File: src/rtl/mem_bus_ctrl_pkg.sv
// mem_bus_ctrl_pkg: shared size codes, FSM states, timeout limit and helpers for the data-bus controller
package mem_bus_ctrl_pkg;

    typedef enum logic [1:0] {
        SZ_BYTE = 2'b00,
        SZ_HALF = 2'b01,
        SZ_WORD = 2'b10,
        SZ_RSVD = 2'b11
    } size_e;

    typedef enum logic [1:0] {
        ST_IDLE = 2'b00,
        ST_BUS  = 2'b01,
        ST_DONE = 2'b10
    } state_e;

    localparam logic [7:0]  TIMEOUT_LIM = 8'd255;
    localparam logic [31:0] ZERO_WORD   = 32'h0000_0000;

    // Reserved sizes and accesses not on their natural boundary never reach the bus
    function automatic logic misaligned(input logic [1:0] size, input logic [1:0] off);
        return (size == SZ_HALF && off[0]) || (size == SZ_WORD && off != 2'b00) || size == SZ_RSVD;
    endfunction

endpackage

File: src/rtl/mem_bus_ctrl_lane_fmt.sv
// mem_lane_fmt: big-endian byte-lane select, store replication and load extension
module mem_lane_fmt
    import mem_bus_ctrl_pkg::*;
(
    input  logic [1:0]  size,
    input  logic        sign,
    input  logic [1:0]  off,
    input  logic [31:0] wdata,
    input  logic [31:0] rdata,
    output logic [3:0]  sel,
    output logic [31:0] wdata_rep,
    output logic [31:0] rdata_ext
);

    logic [7:0]  lane_b;
    logic [15:0] lane_h;

    // Offset 0 is the most significant lane; the picked lane is right-justified and extended
    always_comb begin
        lane_b    = off == 2'd0 ? rdata[31:24] : off == 2'd1 ? rdata[23:16] : off == 2'd2 ? rdata[15:8] : rdata[7:0];
        lane_h    = off[1] ? rdata[15:0] : rdata[31:16];
        sel       = size == SZ_BYTE ? 4'b1000 >> off : size == SZ_HALF ? (off[1] ? 4'b0011 : 4'b1100) : 4'b1111;
        wdata_rep = size == SZ_BYTE ? {4{wdata[7:0]}} : size == SZ_HALF ? {2{wdata[15:0]}} : wdata;
        rdata_ext = size == SZ_BYTE ? {{24{sign & lane_b[7]}}, lane_b}
                  : size == SZ_HALF ? {{16{sign & lane_h[15]}}, lane_h} : rdata;
    end

endmodule

File: src/rtl/mem_bus_ctrl.sv
// mem_bus_ctrl: MEM-stage load/store to data-bus controller with alignment check, timeout and flush kill
module mem_bus_ctrl
    import mem_bus_ctrl_pkg::*;
(
    input  logic        clk,
    input  logic        rst,
    input  logic        mem_req_i,
    input  logic        mem_we_i,
    input  logic [1:0]  mem_size_i,
    input  logic        mem_sign_i,
    input  logic [31:0] mem_addr_i,
    input  logic [31:0] mem_wdata_i,
    input  logic        flush_i,
    output logic        bus_req_o,
    output logic        bus_we_o,
    output logic [31:0] bus_addr_o,
    output logic [3:0]  bus_sel_o,
    output logic [31:0] bus_wdata_o,
    input  logic        bus_ack_i,
    input  logic [31:0] bus_rdata_i,
    output logic        stall_req_o,
    output logic [31:0] rdata_o,
    output logic        done_o,
    output logic        align_err_o,
    output logic        bus_err_o
);

    state_e      state, nxt;
    logic        we_q, sign_q, kill_q, aerr_q, terr_q;
    logic [1:0]  size_q;
    logic [31:0] addr_q, wdata_q;
    logic [7:0]  cnt_q;
    logic [3:0]  sel;
    logic [31:0] wdata_rep, rdata_ext;
    logic        in_bus, in_done, accept, mis, tmo, drop;

    assign in_bus  = state == ST_BUS;
    assign in_done = state == ST_DONE;
    assign accept  = state == ST_IDLE && mem_req_i && !flush_i;
    assign mis     = misaligned(mem_size_i, mem_addr_i[1:0]);
    assign tmo     = in_bus && !bus_ack_i && (cnt_q + 8'd1) == TIMEOUT_LIM;
    assign drop    = kill_q || flush_i;

    mem_lane_fmt u_fmt (
        .size      (size_q),
        .sign      (sign_q),
        .off       (addr_q[1:0]),
        .wdata     (wdata_q),
        .rdata     (bus_rdata_i),
        .sel       (sel),
        .wdata_rep (wdata_rep),
        .rdata_ext (rdata_ext)
    );

    // State register
    always_ff @(posedge clk) begin
        if (rst) state <= ST_IDLE;
        else     state <= nxt;
    end

    // Next state and bus/status outputs; bus lanes are only driven while the transfer is open
    always_comb begin
        nxt = state == ST_IDLE ? (accept ? (mis ? ST_DONE : ST_BUS) : ST_IDLE)
            : state == ST_BUS  ? ((bus_ack_i || tmo) ? ST_DONE : ST_BUS) : ST_IDLE;
        bus_req_o   = in_bus;
        bus_we_o    = in_bus && we_q;
        bus_sel_o   = in_bus ? sel : 4'b0000;
        bus_addr_o  = {addr_q[31:2], 2'b00};
        bus_wdata_o = wdata_rep;
        stall_req_o = !rst && (accept || in_bus);
        done_o      = in_done && !kill_q && !aerr_q && !terr_q;
        align_err_o = in_done && aerr_q;
        bus_err_o   = in_done && terr_q && !kill_q;
    end

    // Request capture, timeout counting, kill tracking and load result update
    always_ff @(posedge clk) begin
        if (rst) begin
            we_q    <= 1'b0;
            sign_q  <= 1'b0;
            size_q  <= 2'b00;
            addr_q  <= ZERO_WORD;
            wdata_q <= ZERO_WORD;
            cnt_q   <= 8'd0;
            kill_q  <= 1'b0;
            aerr_q  <= 1'b0;
            terr_q  <= 1'b0;
            rdata_o <= ZERO_WORD;
        end else begin
            if (accept) begin
                we_q    <= mem_we_i;
                sign_q  <= mem_sign_i;
                size_q  <= mem_size_i;
                addr_q  <= mem_addr_i;
                wdata_q <= mem_wdata_i;
                cnt_q   <= 8'd0;
                kill_q  <= 1'b0;
                aerr_q  <= mis;
                terr_q  <= 1'b0;
            end
            if (in_bus) begin
                if (!bus_ack_i) cnt_q <= cnt_q + 8'd1;
                kill_q <= drop;
                terr_q <= tmo;
                if (bus_ack_i && !we_q && !drop) rdata_o <= rdata_ext;
                if (tmo && !drop) rdata_o <= ZERO_WORD;
            end
        end
    end

endmodule

File: config.mk
export PLATFORM = sky130hd
export DESIGN_NAME = mem_bus_ctrl
export DESIGN_NICKNAME = d
export VERILOG_FILES = /design/src/rtl/mem_bus_ctrl_pkg.sv /design/src/rtl/mem_bus_ctrl_lane_fmt.sv /design/src/rtl/mem_bus_ctrl.sv
export SDC_FILE = /design/constraint.sdc
export NUM_CORES = 1
export LEC_CHECK = 0
export CORE_MARGIN = 2
export CORE_UTILIZATION = 42
export CTS_CLUSTER_SIZE = 14
export DETAILED_ROUTE_END_ITERATION = 12
export PLACE_DENSITY = 0.75
export SYNTH_ARGS = -nofsm -noshare
export SYNTH_HDL_FRONTEND = slang
export SYNTH_SLANG_ARGS = --single-unit
File: constraint.sdc
create_clock -name clk -period 4.2 [get_ports clk]
set_input_delay 1.26 -clock clk [delete_from_list [all_inputs] [get_ports clk]]
set_output_delay 1.26 -clock clk [all_outputs]
set_load 0.01 [all_outputs]
======== Word level (Yosys, flattened, before mapping) ========
Index checks and enable logic that the tools add are counted.
W data, S select, Z words.
word-level totals
  output and inout port bits .............. 106
  input port bits ......................... 105
  register bits ........................... 113
cells by class
  eq/ne operators ......................... 9
  reductions and logical operators ........ 37
  bitwise gates (word level) .............. 2
  mux-type cells .......................... 25
  add/sub/neg operators ................... 1
  shift-type cells ........................ 1
operators with widths
  cell                   number
  $mux W32               6
  $mux W8                6
  $logic_and A1 B1 Y1    17
  $mux W16               1
  $mux W4                4
  $mux W2                5
  $add A8 B1 Y8 const B  1
  $eq A2 B1 Y1 const B   4
  $eq A2 B2 Y1 const B   4
  $eq A8 B8 Y1 const B   1
  $logic_not A1 Y1       8
  $logic_not A2 Y1       3
  $reduce_bool A2 Y1     3
  $logic_or A1 B1 Y1     5
  $shr A4 B2 Y4 const A  1
  $mux W1                3
  $and A1 B1 Y1          2
  $reduce_and A2 Y1      1

======== Depth between registers and ports, before layout ========
Gate-level depths: netlist of run 1.
  depth after elaboration ................. 8
  mapped depth ............................ 7
  mapped depth without buffers ............ 6

======== Cells and area by module ========
A second synthesis of run 1 with hierarchy kept.
unflattened totals
  cells, all modules ...................... 766
  area total of the unflattened synthesis .. 6137.1 sq um
by module, submodules not included
  module        area each (sq um)  instances  cells each  seq. area each (sq um)
  mem_bus_ctrl  4759.6             1          585         2262.2
  mem_lane_fmt  1377.6             1          181         0.0

======== Worst setup path after synthesis of run 1 ========
No wires, ideal clock.
  path type ............................... input to output
  start ................................... in flush_i
  end ..................................... out stall_req_o
  slack ................................... 402 ps
  data arrival time ....................... 2538 ps
  stages on the path ...................... 4
  path through ............................ or4b_2 clkbuf_1 clkbuf_1 a21oi_1
on the way
  cells in the longest elaborated chain, start to end .. 4
ends and longest elaborated chain
  what                 RTL line            text
  start, declared      mem_bus_ctrl.sv:13  input logic flush_i,
  $logic_not A1 Y1     mem_bus_ctrl.sv:39  assign accept = state == ST_IDLE && mem_req_i && !flush_i;
  $logic_and A1 B1 Y1  mem_bus_ctrl.sv:39
  $logic_or A1 B1 Y1   mem_bus_ctrl.sv:70  stall_req_o = !rst && (accept || in_bus);
  $logic_and A1 B1 Y1  mem_bus_ctrl.sv:70
  end, declared        mem_bus_ctrl.sv:21  output logic stall_req_o,
No other way between the ends.

======== Worst setup path in the final report of run 1 ========
  start ................................... in mem_req_i
  end ..................................... out stall_req_o
on the way
  cells in the longest elaborated chain, start to end .. 4
ends and longest elaborated chain
  what                              RTL line            text
  start, declared                   mem_bus_ctrl.sv:7   input logic mem_req_i,
  $logic_and A1 B1 Y1 (2 in a row)  mem_bus_ctrl.sv:39
  $logic_or A1 B1 Y1                mem_bus_ctrl.sv:70
  $logic_and A1 B1 Y1               mem_bus_ctrl.sv:70
No other way between the ends.

==> flow_summary.ini, run 1 <==
[worst_hold_path]
min_path_type = reg2reg
worstHoldPathCells = 2

[grt]
grt_overflow_total = 0
grt_pass1_vias = 5301
grt_max_degree = 84
grt.total_usage_pct = 23.4
grt_pass1_wl_mm = 26.2
antenna_found_initial = 0

[clocking]
ctsLongestPathBuffers = 2
cts_resized = 1
cts.sinks = 113
cts_buffers = 17
clkLatencyLatePin_ns = 0.41
htreeDepth = 4
post-cts-setup-buffers = 0
cts_tree = built
cts-root-buf = clkbuf_16
cts.clk_slew.worst_paths_ns = 0.05
cts_hold_repair.buffers = 0

[detailed_routing]
num_vias = 5388
finalWirelength_mm = 16.1
drtIter0Drc = 449
firstDrtPassIters = 4
wire_per_inst_um = 15.7
drc = 0
avgViaCountPerCell = 5.24
ant_nets = 0

[synthesis]
synth_top_area_cell = dfxtp_1
async_flop_share_pct = 0
yosys-top-cells-area = dfxtp_1 42%, nand2_1 11%, a21oi_1 8.5%
ys.warnings.count = 0
syn-cell-area_um2 = 5450
syn_inst = 688
avgSynthCellArea_um2 = 7.92
ys_types = 49
synth_ff_type = dfxtp_1
synth-edff-count = 0
synth_seq_area_share_pct = 41.5
synth.top_cell.area_share_pct = 41.5
ys_ff_latch = 113

[sta]
fmax_mhz = 247
slew_viol_final = 0
tightest_slew_ns = 0.884
min_period_ns = 4.04
final-setup-viol-count = 0
slew_headroom_pct = 41.1
grt_setup_unrepaired = false
timing.final.crit_share_pct = 96.2
finalClockSkew_ns = 0.00547
hold_viol_final = 0
whs_ns = 0.454

[layout]
area_delta_synth_final_pct = 45.8
drive_gt1_share_pct = 8.18
final_cell_mix = 206 x clkdlybuf4s50_1, 156 x nand2_1, 112 x dfxtp_1
antenna_cells = 0
final_cells = 1028
nNetsFinal = 951
post-route-cell-area_um2 = 7950
final_common_cell = clkdlybuf4s50_1

[critical_path]
r2r_cells = 6
crit_chain = clkdlybuf4s50_1 -> or4b_2 -> a21oi_1 -> dlygate4sd2_1
cp_max_fo = 2
endpoint_kind = primary output
crit_type = in2out
slowest_delay_ns = 0.60
cp-start-kind = input port
required_ns = 2.94
critical-path-slowest-cell = or4b_2
cp.arrival_ns = 2.78

[place]
dp.cells = 997
place_area_um2 = 7360
hpwl_mm = 11.6
port_buffers = 208
gp_congestion = 0.847

[pwr]
p_leak_uw = 0.00283
p_per_area_nw_per_um2 = 370
ir_worst_vdd_v = 0.000297

[floorplan]
start_util_pct = 43.2
coreArea_um2 = 12600
dieArea_um2 = 13900
die_w_um = 118
fp-row-count = 41
io_pins = 211
die_y_um = 118

[status]
status = finished, final reports clean

[job]
maxCapViolCount = 0
==> metal layers <==
| layer | global-route usage (%) | routed length, µm |
|---|---|---|
| met2 | 40.0 | 8050 |
| met5 | 0 | 0 |
| met1 | 28.3 | 6840 |
| met4 | 7.30 | 239 |
| met3 | 6.73 | 1000 |
==> worst max-delay path, delay by kind of cell <==
kind | cells | cell delay [ns]
buffers and inverters | 2 | 0.75
AO/OA/AOI/OAI | 1 | 0.16
AND/OR/NAND/NOR | 1 | 0.60
==> path summary, 6_finish.rpt <==
kind               start          end  slack [ns]
max            mem_req_i  stall_req_o        0.16
max reg2reg    size_q[1]  rdata_o[14]        2.03
min reg2reg  wdata_q[20]  wdata_q[20]        0.45
min          wdata_q[20]  wdata_q[20]        0.45
==> stage by stage <==
stage,setup slack (ns),setup TNS [ns],utilization [%],power [µW]
global placement,-0.118,-0.118,58.3,1550
global route,0.0888,0,63.0,3060
finish,0.158,0,63.0,2940
CTS,0.141,0,63.0,2970
floorplan,0.402,0,-,1360
detailed placement,-0.124,-0.124,58.3,1560
==> kinds of logic after synthesis <==
| family | Yosys count | synth area share, % |
|---|---|---|
| AOI/OAI and AO/OA | 189 | 21.1 |
| xor gates and xnor gates | 1 | 0.299 |
| adders and majority gates | 2 | 0.459 |
| buffers and inverters | 90 | 9.39 |
| DFF | 113 | 41.5 |
| muxes | 26 | 5.19 |
| other | 1 | 0.0688 |
| and+or+nand+nor | 266 | 22.0 |
==> layout make-up <==
cell class                 count  area, µm²
tap                          172        215
sequential                   113       2260
multi-input combinational    486       2690
clock inverter                 4       45.0
timing repair buffer         221       2170
fill                        1138       4670
clock buffer                  27        543
inverter                       5       18.8
==> sequential cells by signal (all words and copies together), names as in the netlist <==
| register | flops |
|---|---|
| state | 2 |
| aerr_q | 1 |
| addr_q | 32 |
| kill_q | 1 |
| wdata_q | 32 |
| size_q | 2 |
| we_q | 1 |
| sign_q | 1 |
| cnt_q | 8 |
| rdata_o | 32 |
| terr_q | 1 |
==> synth_stat cells (2+ instances only) <==
cell type	n
nand2_1	156
dfxtp_1	113
a21oi_1	93
nor2_1	44
buf_4	41
clkbuf_1	35
o21ai_0	33
nand2b_1	31
mux2_2	18
a22o_1	16
nor2b_1	10
a221oi_1	8
a22oi_1	8
mux2i_1	8
o22ai_1	8
o2bb2ai_1	7
inv_1	5
buf_2	4
a211oi_1	3
a31oi_1	3
buf_1	3
nand3_1	3
nor3b_1	3
a311oi_1	2
and3b_1	2
buf_6	2
ha_1	2
nand3b_1	2
nand4b_1	2
nor3_2	2
nor4_1	2
o22a_1	2
==> power by group <==
group | internal, µW | leakage (µW) | total, µW | switching (µW)
Clock | 933 | 0.000295 | 1400 | 469
Combinational | 216 | 0.00162 | 398 | 181
Sequential | 1110 | 0.000918 | 1140 | 31.6
Power figures use the tool's default switching activity.
==> run 2: changes to the inputs <==
--- a/config.mk
+++ b/config.mk
@@ -5,11 +5,14 @@
 export SDC_FILE = /design/constraint.sdc
 export NUM_CORES = 1
 export LEC_CHECK = 0
+export CAP_MARGIN = 20
 export CORE_MARGIN = 2
 export CORE_UTILIZATION = 42
 export CTS_CLUSTER_SIZE = 14
 export DETAILED_ROUTE_END_ITERATION = 12
+export HOLD_SLACK_MARGIN = 0.1
 export PLACE_DENSITY = 0.75
+export SLEW_MARGIN = 10
 export SYNTH_ARGS = -nofsm -noshare
 export SYNTH_HDL_FRONTEND = slang
 export SYNTH_SLANG_ARGS = --single-unit
==> results of run 2 <==
The final DEF is identical to that of run 1; final timing and power are the same.
==> run 3: changes to the inputs <==
--- a/config.mk
+++ b/config.mk
@@ -11,7 +11,7 @@
 export CTS_CLUSTER_SIZE = 14
 export DETAILED_ROUTE_END_ITERATION = 12
 export HOLD_SLACK_MARGIN = 0.1
-export PLACE_DENSITY = 0.75
+export PLACE_DENSITY_LB_ADDON = 0.3
 export SLEW_MARGIN = 10
 export SYNTH_ARGS = -nofsm -noshare
 export SYNTH_HDL_FRONTEND = slang
==> flow_summary.ini, run 3 (synthesized netlist as in run 1, its figures left out) <==
[grt]
met3_usage_pct = 7.22
grt_overflow_total = 0
grt_pass1_wl_mm = 26.5
grt.total_usage_pct = 23.5
grt_max_degree = 89
antenna_found_initial = 0
met1_usage_pct = 28.1
gr-usage-met2_pct = 39.0
grt-busiest-layer = met2
grt_pass1_vias = 5330

[clocking]
cts_tree = built
cts_buffers = 17
cts_hold_repair.buffers = 0
cts.sinks = 113
post-cts-setup-buffers = 0
ctsLongestPathBuffers = 2
cts.clk_slew.worst_paths_ns = 0.05
htreeDepth = 4
cts-root-buf = clkbuf_16
clkLatencyLatePin_ns = 0.41

[sta]
finalClockSkew_ns = 0.00640
timing.final.crit_share_pct = 98.6
slew_viol_final = 0
slew_headroom_pct = 39.8
tightest_slew_ns = 0.903
min_period_ns = 4.14
grt_setup_unrepaired = false
final-setup-viol-count = 0
fmax_mhz = 241
hold_viol_final = 0

[place]
place_area_um2 = 7350
hpwl_mm = 11.7
port_buffers = 208
gp_congestion = 0.910
dp.cells = 996

[layout]
antenna_cells = 0
final_cells = 1028
post-route-cell-area_um2 = 7930
fill_cells = 1129
area_delta_synth_final_pct = 45.6
fin_util_pct = 62.9
nNetsFinal = 950
final_common_cell = clkdlybuf4s50_1
final_cell_mix = 206 x clkdlybuf4s50_1, 156 x nand2_1, 112 x dfxtp_1
reg_top3 = addr_q: 32 flops, rdata_o: 32 flops, wdata_q: 32 flops
drive_gt1_share_pct = 7.94

[detailed_routing]
firstDrtPassIters = 5
drc = 0
drtIter0Drc = 348
wire_per_inst_um = 16.0
avgViaCountPerCell = 5.25
ant_nets = 0
finalWirelength_mm = 16.4
num_vias = 5394

[critical_path]
required_ns = 2.94
cp_max_fo = 2
critical-path-slowest-cell = or4b_2
critPathTopFamily = buffers and inverters
cp.arrival_ns = 2.88
endpoint_kind = primary output
critPathBufInv = 2
slowest_delay_ns = 0.65
crit_type = in2out
crit_chain = clkdlybuf4s50_1 -> or4b_2 -> a21oi_1 -> dlygate4sd2_1
cp-start-kind = input port
r2r_slack_ns = 2.01

[floorplan]
die_y_um = 118
coreArea_um2 = 12600
dieArea_um2 = 13900
start_util_pct = 43.2
die_w_um = 118
io_pins = 211
fp-row-count = 41

[pwr]
ir_worst_vdd_v = 0.000236
p_leak_uw = 0.00282
p_per_area_nw_per_um2 = 368

[job]
maxCapViolCount = 0

[worst_hold_path]
min_path_type = reg2reg

[status]
status = finished, final reports clean
-- run 3: path summary, 6_finish.rpt --
kind,from,to,cells past startpoint
hold / removal,addr_q[11],addr_q[11],2
hold reg to reg,addr_q[11],addr_q[11],2
setup / recovery,mem_req_i,stall_req_o,4
setup reg to reg,state[0],rdata_o[19],6
-- run 3: worst reg2reg max path, stage by stage, from the launching register on --
cell	delay, ns
dfxtp_1	0.44
nor3b_1	0.30
nand4_1	0.20
a211oi_4	0.54
nor3_2	0.09
buf_4	0.25
a22o_1	0.27
-- run 3: metrics by stage --
step           hold WS (ns)  total power (µW)  worst slack, ns  setup TNS (ns)
2_1_floorplan         0.433              1360            0.402               0
3_3_place_gp          0.439              1550           -0.197          -0.197
3_5_place_dp          0.446              1560           -0.206          -0.206
4_1_cts               0.453              2950           0.0724               0
5_1_grt               0.472              3050           0.0282               0
6_report              0.455              2920           0.0584               0
-- run 3: layer usage --
layer	share of wire, %	vias to the layer above
met5	0	-
met4	3.3	0
met3	6.5	37
met2	48	216
met1	42	2517
li1	-	2624
-- run 3: timing repair --
item | CTS | global route
gates resized for setup | 1 | 0
endpoints found under the hold margin | 0 | 0
setup endpoints to repair | 1 | 0
-- run 3: where the power goes --
part	total (µW)	internal [µW]	switching, µW
registers	1140	1110	29.3
clock network	1380	920	462
logic	402	217	185
total	2920	2250	676
-- run 3: area by class of cell --
class                           count  area, µm²  area share, %
Clock buffer                       28        537           6.77
Clock inverter                      4       45.0          0.568
Inverter                            5       18.8          0.237
Multi-Input combinational cell    486       2690           33.9
Sequential cell                   113       2260           28.5
Tap cell                          172        215           2.71
Timing Repair Buffer              220       2170           27.3
